## config.mk

```make
export PLATFORM = sky130hd
export DESIGN_NAME = fetch_unit
export DESIGN_NICKNAME = d
export VERILOG_FILES = /design/src/rtl/riscv_pkg.sv /design/src/rtl/fetch_unit_pc_next_sel.sv /design/src/rtl/fetch_unit.sv
export SDC_FILE = /design/constraint.sdc
export NUM_CORES = 1
export LEC_CHECK = 0
export ABC_AREA = 1
export BUFFER_PORTS_ARGS = -buffer_cell sky130_fd_sc_hd__buf_2
export CORE_UTILIZATION = 48
export CTS_CLUSTER_SIZE = 30
export DETAILED_ROUTE_END_ITERATION = 6
export GPL_TIMING_DRIVEN = 0
export PLACE_DENSITY = 0.86
export SYNTH_ARGS = -nofsm -noshare
export SYNTH_HDL_FRONTEND = slang
export SYNTH_HIERARCHICAL = 1
export SYNTH_SLANG_ARGS = --single-unit
```

## constraint.sdc

```tcl
create_clock -name clk -period 4.01 [get_ports clk]
set_clock_uncertainty 0.2 [all_clocks]
set_input_delay 0.6015 -clock clk [delete_from_list [all_inputs] [get_ports clk]]
set_output_delay 0.6015 -clock clk [all_outputs]
set_load 0.05 [all_outputs]
```

## src/rtl/riscv_pkg.sv

```systemverilog
// Shared definitions for the instruction fetch stage: FSM state encodings,
// the canonical NOP word and PC arithmetic constants.
// Optional feature macro: FETCH_MISALIGN_TRAP_EN (adds the S_TRAP state).
package riscv_pkg;

   // Canonical RISC-V NOP: addi x0, x0, 0
   localparam logic [31:0] RV_NOP_INSTR  = 32'h0000_0013;
   // Distance between consecutive sequential fetch addresses
   localparam logic [31:0] PC_STEP       = 32'd4;
   // Clears the byte-offset bits so that every fetch address is word aligned
   localparam logic [31:0] PC_ALIGN_MASK = 32'hFFFF_FFFC;

   typedef enum logic [2:0] {
      S_IDLE,
      S_REQ,
      S_WAIT,
      S_HOLD
`ifdef FETCH_MISALIGN_TRAP_EN
      , S_TRAP
`endif
   } fetch_state_t;

endpackage : riscv_pkg

```

## src/rtl/fetch_unit_pc_next_sel.sv

```systemverilog
// Next-PC selection for the fetch stage: a redirect target (word aligned)
// wins over the sequential pc+4, which wins over holding the current pc.
module pc_next_sel
   import riscv_pkg::*;
(
   input  logic [31:0] pc,
   input  logic        redirect_take,
   input  logic [31:0] redirect_pc,
   input  logic        advance,
   output logic [31:0] pc_plus4,
   output logic [31:0] pc_next
);

   // Sequential address wraps naturally at 2^32
   assign pc_plus4 = pc + PC_STEP;

   // Priority mux: redirect, then sequential advance, else hold
   always_comb begin
      // NOTE: assign a default first so every path drives pc_next and no latch is inferred.
      pc_next = pc;
      if (redirect_take) begin
         pc_next = redirect_pc & PC_ALIGN_MASK;
      end else if (advance) begin
         pc_next = pc_plus4;
      end
   end

endmodule : pc_next_sel

```

## src/rtl/fetch_unit.sv

```systemverilog
// Instruction fetch stage: owns the PC, issues one outstanding instruction
// memory read at a time, holds the returned word for decode and accepts
// branch/jump redirects that squash any in-flight fetch.
// Optional feature macro: FETCH_MISALIGN_TRAP_EN (trap on misaligned redirect).
module fetch_unit
   import riscv_pkg::*;
#(
   parameter logic [31:0] RESET_PC  = 32'h0000_0000,
   parameter logic [31:0] NOP_INSTR = 32'h0000_0013
) (
   input  logic        clk,
   input  logic        reset,
   output logic        imem_req_valid,
   input  logic        imem_req_ready,
   output logic [31:0] imem_addr,
   input  logic        imem_rsp_valid,
   input  logic [31:0] imem_rsp_data,
   output logic        instr_valid,
   input  logic        instr_ready,
   output logic [31:0] instr,
   output logic [31:0] instr_pc,
   output logic [31:0] instr_pcplus4,
   input  logic        redirect_valid,
   input  logic [31:0] redirect_pc,
   output logic        fetch_fault
);

   fetch_state_t state_q, state_d;
   logic [31:0]  pc_q, pc_d;
   logic         kill_q, kill_d;
   logic [31:0]  instr_q, instr_d;
   logic [31:0]  instr_pc_q, instr_pc_d;
   logic [31:0]  instr_pcplus4_q, instr_pcplus4_d;

   logic         redirect_take;
   logic         advance;
   logic [31:0]  pc_plus4;
   logic [31:0]  pc_next;

`ifdef FETCH_MISALIGN_TRAP_EN
   logic         fault_q, fault_d;
   logic         misaligned;
   assign misaligned  = redirect_take && (redirect_pc[1:0] != 2'b00);
   assign fetch_fault = fault_q;
`else
   assign fetch_fault = 1'b0;
`endif

   // Redirects are honoured only while the stage is actively fetching
   assign redirect_take = redirect_valid &&
                          ((state_q == S_REQ) || (state_q == S_WAIT) || (state_q == S_HOLD));
   // A live (unkilled) response advances the PC to the next word
   assign advance = (state_q == S_WAIT) && imem_rsp_valid && !kill_q;

   pc_next_sel u_pc_next_sel (
      .pc            (pc_q),
      .redirect_take (redirect_take),
      .redirect_pc   (redirect_pc),
      .advance       (advance),
      .pc_plus4      (pc_plus4),
      .pc_next       (pc_next)
   );

   assign imem_req_valid = (state_q == S_REQ);
   assign imem_addr      = pc_q;
   assign instr_valid    = (state_q == S_HOLD);
   assign instr          = instr_q;
   assign instr_pc       = instr_pc_q;
   assign instr_pcplus4  = instr_pcplus4_q;

   // Next-state and capture logic for the single-outstanding fetch FSM
   always_comb begin
      state_d         = state_q;
      pc_d            = pc_next;
      kill_d          = kill_q;
      instr_d         = instr_q;
      instr_pc_d      = instr_pc_q;
      instr_pcplus4_d = instr_pcplus4_q;
`ifdef FETCH_MISALIGN_TRAP_EN
      fault_d         = fault_q;
`endif

      case (state_q)
         S_IDLE: state_d = S_REQ;

         S_REQ: begin
            if (imem_req_ready) begin
               state_d = S_WAIT;
               // The accepted read targets the old PC; its response must be dropped
               if (redirect_take) kill_d = 1'b1;
            end
         end

         S_WAIT: begin
            if (redirect_take) begin
               if (imem_rsp_valid) begin
                  state_d = S_REQ;
                  kill_d  = 1'b0;
               end else begin
                  kill_d  = 1'b1;
               end
            end else if (imem_rsp_valid) begin
               if (kill_q) begin
                  state_d = S_REQ;
                  kill_d  = 1'b0;
               end else begin
                  state_d         = S_HOLD;
                  instr_d         = imem_rsp_data;
                  instr_pc_d      = pc_q;
                  instr_pcplus4_d = pc_plus4;
               end
            end
         end

         S_HOLD: begin
            if (redirect_take || instr_ready) state_d = S_REQ;
         end

`ifdef FETCH_MISALIGN_TRAP_EN
         S_TRAP: state_d = S_TRAP;
`endif

         default: state_d = S_IDLE;
      endcase

`ifdef FETCH_MISALIGN_TRAP_EN
      // A misaligned target overrides every other transition and parks the stage
      if (misaligned) begin
         state_d = S_TRAP;
         kill_d  = 1'b0;
         fault_d = 1'b1;
      end
`endif

      // Decode never sees a stale word once the held instruction is released
      if ((state_q == S_HOLD) && (state_d != S_HOLD)) instr_d = NOP_INSTR;
   end

   // State and datapath registers with synchronous reset
   always_ff @(posedge clk) begin
      if (reset) begin
         // NOTE: non-blocking assignments keep every flop updating from pre-edge values.
         state_q         <= S_IDLE;
         pc_q            <= RESET_PC;
         kill_q          <= 1'b0;
         instr_q         <= NOP_INSTR;
         instr_pc_q      <= 32'h0;
         instr_pcplus4_q <= 32'h0;
`ifdef FETCH_MISALIGN_TRAP_EN
         fault_q         <= 1'b0;
`endif
      end else begin
         state_q         <= state_d;
         pc_q            <= pc_d;
         kill_q          <= kill_d;
         instr_q         <= instr_d;
         instr_pc_q      <= instr_pc_d;
         instr_pcplus4_q <= instr_pcplus4_d;
`ifdef FETCH_MISALIGN_TRAP_EN
         fault_q         <= fault_d;
`endif
      end
   end

endmodule : fetch_unit

```

==> impl_results.md, run 1 <==
* Number of resized instances in the post-cts repair step at 0
* Clock tree sinks at 132
* Final ANT Viol Nets at 0
* Flip-flop and latch count after synthesis at 132
* Seq/Total Area, Yosys at 0.3904
* H-tree depth reported by CTS at 4
* Vias per inst at 4.759
* Vias in the first global route at 6667
* Max Cap Violations at 0
* Period utilisation layout at 0.6811
* Final wirelength at 19330 um
* Setup Crit Path Kind: reg -> reg
* Final weighted congestion of routability-driven global placement at 0.9368
* Reg-to-reg critical path startpoint: state_q[2]
* Post-detailed-route wirelength per cell at 12.75 um
* Post-Route Setup TNS at 0 ns
* Critical path launch point: state_q[2]
* Worst IR Drop VDD at 0.2499 mV
* Width of the die at 120.8 um
* Number of placed I/O pins at 201
* Post-detail-place hpwl at 14630 um
* Critical path arrival at 2.82 ns
* Unrepaired setup endpoints after global routing: no
* # Post-CTS Setup Buffers at 0
* Gate Count Post-Synth at 1108
* Synthesized cell area at 6769 sq um
* Number of detailed-routing iterations run before antenna repair at 7
* CP max stage cell: buf_1
* Post-Layout Cell Count at 1516
* Buffer type at the clock tree root: clkbuf_16
* Nature of the critical path startpoint: register
* First-pass GRT wire length at 31100 um
* Number of distinct library cells after synthesis at 32
* Starting density of the core at 0.4895
* Filler Cell Count at 1296
* Fmax at 366.2 MHz
* # DRC at 0
* Static Leak at 0.004776 uW
* Area grow syn2layout at 27.25%
* Cells along the critical path: inv_2 > nand2_2 > nor2_4 > buf_1 > nand2_1 > nor2_1 > inv_1 > buf_2 > clkbuf_1 > a21oi_1 > a21oi_2 > inv_1 > nor2_1
* Placed Instances at 1485
* Worst Setup EP: imem_addr[15]
* # rows at 43
* Die outline height at 120.8 um
* Initial antenna violation count at 0
* Total number of nets in the final design at 1395
* Worst flop-to-flop path endpoint: imem_addr[15]
* Die area at 14580 sq um
* Pins Over Slew Limit at 0
* Max-slew headroom at 0.6288
* Number of design-rule violations left by the first detailed-router iteration at 588
* Core box area at 13830 sq um
* Pin count of the biggest net entering global routing at 17
* Clock tree from TritonCTS: built
* Maximum number of buffers from clock root to sink at 2
* Crit path largest cell delay at 0.37 ns
* Total power density per cell area at 378.3 nW/um^2
* Final count of hold timing violations at 0
* Pin slew with the least headroom to its limit at 0.5567 ns
* Insertion delay of the later-clocked pin in the worst-skew pair at 0.42 ns
* Final setup violation count at 0
* Diodes inserted at 0
* Buf/Inv on CP at 6
* Path category of the worst min-delay check: in -> reg
* Type of destination of the critical path: register
* Total overflow reported by the global router at 0
* Kind of cell adding the most delay to the critical path: buffers and inverters
* Clock-pin slew on the worst setup and hold paths at 0.06 ns
* Required time of the worst setup path at 4.10 ns
* Synth warnings at 6
* CTS Buf Count at 17
* Via count at 7215
* Count of input and output buffers at 196
* Instance count on the critical path at 13
* R2R setup slack at 1.28 ns
* Run status: finished, final reports clean
* Maximum fanout along the worst path at 10
* Synthesized area divided by synthesized cell count at 6.109 sq um
* Shortest clock period the worst path allows after layout at 2.731 ns
* Worst r2r path cells at 13
* # hold bufs at CTS at 0
* Layout cells sized above 1 at 0.2096
* Overall routing resource usage at 0.2728
==> cell families after synthesis <==
logic type,after synthesis,share of synthesized area
adders and majority gates,1,0.001848
DFF,132,0.3904
xor gates and xnor gates,8,0.01146
buffers and inverters,228,0.1377
other,1,0.0005540
and+or+nand+nor,676,0.4102
AOI/OAI and AO/OA,62,0.04787
==> cell type report <==
| type | instances | area [sq um] | area share |
|---|---|---|---|
| inverter | 172 | 645.6 | 0.07496 |
| tap | 180 | 225.2 | 0.02615 |
| sequential | 132 | 2643 | 0.3068 |
| buffer | 56 | 286.5 | 0.03327 |
| multi-input combinational | 749 | 3198 | 0.3713 |
| clock buffer | 22 | 484.2 | 0.05622 |
| timing repair buffer | 196 | 980.9 | 0.1139 |
| clock inverter | 9 | 150.1 | 0.01743 |
==> sequential cells by signal, summed over array words and instances, names as in the netlist <==
register / flops
state_q: 3
kill_q: 1
instr_pc: 32
imem_addr: 32
instr: 32
instr_pcplus4: 32
==> worst min-delay path: cells and delay by family <==
family / cells / cell delay [ns]
simple gates: 1 / 0.05
compound gates: 1 / 0.06
buf+inv: 1 / 0.07
==> Yosys cell counts (all sizes together) <==
master,number,share of area
xnor2,5,0.0076
dfxtp,132,0.39
nand4,30,0.028
nand3,35,0.027
xor2,3,0.0039
buf,33,0.029
nor3,1,0.00074
nor3b,1,0.0011
o21bai,4,0.0044
conb,1,0.00055
ha,1,0.0018
nor2,258,0.15
and2,6,0.0055
nand2,343,0.20
inv,172,0.095
a21oi,48,0.036
or2,2,0.0018
clkbuf,23,0.013
o21ai,10,0.0074
==> layer usage <==
| layer | wire length (um) | GRT usage | share of wire | vias up |
|---|---|---|---|---|
| li1 | - | - | - | 3719 |
| met1 | 8167 | 0.3200 | 0.42 | 3206 |
| met2 | 9239 | 0.4684 | 0.48 | 264 |
| met3 | 1582 | 0.07877 | 0.082 | 26 |
| met4 | 344 | 0.1042 | 0.018 | 0 |
| met5 | 0 | 0 | 0 | - |
==> power breakdown <==
group / switching (uW) / internal [uW]
clock: 566 / 1100
combinational: 166 / 72.9
sequential: 24.6 / 1330
total: 757 / 2500
==> cell usage in the layout, fill, tap and decap left out, types with 5 or more instances in the layout <==
master and instances:
nor2_4 6, buf_4 9, and2_1 6, a21oi_1 47
clkbuf_1 23, nand4_1 30, nand3_1 34, nor2_2 5
inv_1 170, buf_2 215, clkbuf_16 17, nor2_1 247
o21ai_0 5, nand2_1 338, o21ai_1 5, dfxtp_1 132
==> how the worst min path moves through the flow <==
stage,startpoint,end,cells after the start
6_report,imem_rsp_data[1],instr[1],3
3_5_place_dp,state_q[2],state_q[0],1
4_1_cts,imem_rsp_data[1],instr[1],3
3_3_place_gp,state_q[2],state_q[0],1
5_1_grt,imem_rsp_data[4],instr[4],3
2_1_floorplan,state_q[2],state_q[0],1
==> metrics by stage <==
stage / total power, uW / utilization / setup WS, ns / area (sq um) / hold WS (ns)
floorplan: 1533 / - / 1.788 / 6773 / 0.2434
global placement: 1616 / 0.5771 / 1.346 / 7979 / 0.2687
detailed placement: 1618 / 0.5771 / 1.313 / 7979 / 0.2745
CTS: 3283 / 0.6229 / 1.297 / 8613 / 0.1783
global route: 3366 / 0.6229 / 0.9682 / 8613 / 0.1962
finish: 3258 / 0.6229 / 1.279 / 8613 / 0.1942
No activity file was read; power rests on OpenSTA's default activity.
==> run 2: changes to the inputs <==
==> constraint.sdc (replaced) <==
create_clock -name clk -period 2.7 [get_ports clk]
set_clock_uncertainty 0.2 [all_clocks]
set_input_delay 0.405 -clock clk [delete_from_list [all_inputs] [get_ports clk]]
set_output_delay 0.405 -clock clk [all_outputs]
set_load 0.05 [all_outputs]
==> run 2 against run 1 <==
  * Setup slack lost 0.92 ns
  * Largest power group unchanged
  * Flip-flop and latch count is the same
  * Clock power grew 48%
  * Via count grew 0.53%
  * Total power grew 49%
  * Design area grew 0.57%
  * Global-route usage grew 0.16 points
  * Critical path type unchanged
  * Cell count grew 0.33%
  * Sequential share of layout area shrank 0.17 points
  * Highest routed layer unchanged
  * Sequential power grew 49%
  * First-iteration DRC count grew 9.2%
==> impl_results.md, run 2 (same netlist as run 1, synthesis figures left out) <==
* Run status: finished, final reports clean
* Pin count of the biggest net entering global routing at 17 (unchanged)
* Setup Crit Path Kind: reg -> reg
* Filler Cell Count at 1292 (-0.31%)
* Clock tree sinks at 132 (unchanged)
* CP max stage cell: dfxtp_1
* Vias in the first global route at 6700 (+0.49%)
* First-pass GRT wire length at 31270 um (+0.55%)
* Critical path arrival at 2.43 ns (-0.39 ns)
* Period utilisation layout at 0.8670 (+0.1859)
* Static Leak at 0.004802 uW (+0.56%)
* Maximum number of buffers from clock root to sink at 2 (unchanged)
* Number of detailed-routing iterations run before antenna repair at 7 (unchanged)
* Fmax at 427.2 MHz (+17%)
* Final wirelength at 19480 um (+0.76%)
* Required time of the worst setup path at 2.79 ns (-1.31 ns)
* Type of destination of the critical path: register
* Path category of the worst min-delay check: in -> reg
* Post-detail-place hpwl at 14630 um (unchanged)
* Count of input and output buffers at 196 (unchanged)
* Layout cells sized above 1 at 0.2110 (+0.001456)
* Max Cap Violations at 0 (unchanged)
* Core box area at 13830 sq um (unchanged)
* Pin slew with the least headroom to its limit at 0.5466 ns (-0.01010 ns)
* Crit path largest cell delay at 0.33 ns (-0.04 ns)
* Total overflow reported by the global router at 0 (unchanged)
* Number of design-rule violations left by the first detailed-router iteration at 642 (+9.2%)
* Leading cell type in the layout, fill and taps excluded: nand2_1
* Nature of the critical path startpoint: register
* CTS Buf Count at 17 (unchanged)
* Pins Over Slew Limit at 0 (unchanged)
* Buffer type at the clock tree root: clkbuf_16
* Total number of nets in the final design at 1400 (+0.36%)
* Final count of hold timing violations at 0 (unchanged)
* Vias per inst at 4.769 (+0.20%)
* Final ANT Viol Nets at 0 (unchanged)
* Post-detailed-route wirelength per cell at 12.81 um (+0.43%)
* Area grow syn2layout at 27.97%
* Shortest clock period the worst path allows after layout at 2.341 ns (-0.3902 ns)
* Post-Route Setup TNS at 0 ns (unchanged)
* Initial antenna violation count at 0 (unchanged)
* Max-slew headroom at 0.6356 (+0.006732)
* Width of the die at 120.8 um (unchanged)
* Total power density per cell area at 559.1 nW/um^2 (+48%)
* # DRC at 0 (unchanged)
* Overall routing resource usage at 0.2745 (+0.001623)
* Final setup violation count at 0 (unchanged)
* Die outline height at 120.8 um (unchanged)
* Die area at 14580 sq um (unchanged)
* Cells along the critical path: inv_2 > nand2_2 > nor2_4 > nand2_1 > nor2_1 > inv_1 > buf_2 > clkbuf_1 > a21oi_1 > a21oi_2 > inv_1 > nor2_1
* Placed Instances at 1485 (unchanged)
* Post-Layout Cell Count at 1521 (+0.33%)
* Starting density of the core at 0.4895 (unchanged)
* Insertion delay of the later-clocked pin in the worst-skew pair at 0.42 ns (about the same)
* Clock tree from TritonCTS: built
* Unrepaired setup endpoints after global routing: no
* Via count at 7253 (+0.53%)
* Number of placed I/O pins at 201 (unchanged)
* Maximum fanout along the worst path at 10 (unchanged)
* H-tree depth reported by CTS at 4 (unchanged)
* Commonest non-fill, non-tap cells in the layout: nand2_1, nor2_1, buf_2
* Clock-pin slew on the worst setup and hold paths at 0.06 ns (about the same)
* Final weighted congestion of routability-driven global placement at 0.9368 (unchanged)
* # rows at 43 (unchanged)
* Diodes inserted at 0 (unchanged)
* Worst IR Drop VDD at 0.3729 mV (+49%)
==> run 2: cell count changes in the layout (fill, tap and decap cells not counted), sizes merged <==
cell,before,now
buf,229,231
dlygate4sd3,0,3
==> run 2: worst paths after layout <==
kind	depth (start not counted)	slack [ns]	start	endpoint
setup / recovery	12	0.36	state_q[2]	imem_addr[15]
hold / removal	5	0.09	redirect_pc[29]	imem_addr[29]
setup reg to reg	12	0.36	state_q[2]	imem_addr[15]
hold reg to reg	1	0.29	state_q[2]	state_q[0]
==> run 2: area by class of cell <==
type / instances / area, sq um / area share
clock buffer: 22 / 484.2 / 0.05590
inverter: 172 / 645.6 / 0.07453
multi-input combinational: 749 / 3198 / 0.3692
buffer: 55 / 282.8 / 0.03264
tap: 180 / 225.2 / 0.02600
sequential: 132 / 2643 / 0.3051
clock inverter: 9 / 150.1 / 0.01733
timing repair buffer: 202 / 1033 / 0.1193
==> run 2: critical path, delay by kind of cell (launching register included) <==
family | cells | cell delay [ns]
AOI/OAI and AO/OA | 2 | 0.33
and+or+nand+nor | 5 | 0.65
buffers and inverters | 5 | 0.70
DFF | 1 | 0.33
==> run 2: metal layers <==
metal	vias to the layer above	global-route usage	wire length (um)
met1	3226	0.3200	8205
met4	0	0.1088	348
met2	268	0.4713	9423
met3	29	0.07972	1503
li1	3730	-	-
met5	-	0	0
==> run 2: timing repair <==
item | 4_1_cts | 5_1_grt
buffers inserted | 0 | 3
pin swaps | 0 | 1
hold endpoints to repair | 3 | 0
hold buffers | 3 | 0
gates resized for setup | 0 | 0
endpoints found under the setup margin | 3 | 3
==> run 2: stage by stage <==
step / setup slack (ns) / hold WS, ns / utilization / power [uW] / instance area, sq um
2_1_floorplan: 0.4782 / 0.2434 / - / 2276 / 6773
3_3_place_gp: 0.03553 / 0.2687 / 0.5771 / 2400 / 7979
3_5_place_dp: 0.003308 / 0.2745 / 0.5771 / 2404 / 7979
4_1_cts: 0.2480 / 0.07244 / 0.6248 / 4879 / 8640
5_1_grt: 0.1285 / 0.09426 / 0.6265 / 5006 / 8662
6_report: 0.3591 / 0.08988 / 0.6265 / 4843 / 8662
==> run 2: power by group <==
group / internal [uW] / total [uW] / switching [uW]
logic: 112 / 359 / 248
clock network: 1630 / 2470 / 840
registers: 1970 / 2010 / 36.5
total: 3720 / 4840 / 1120
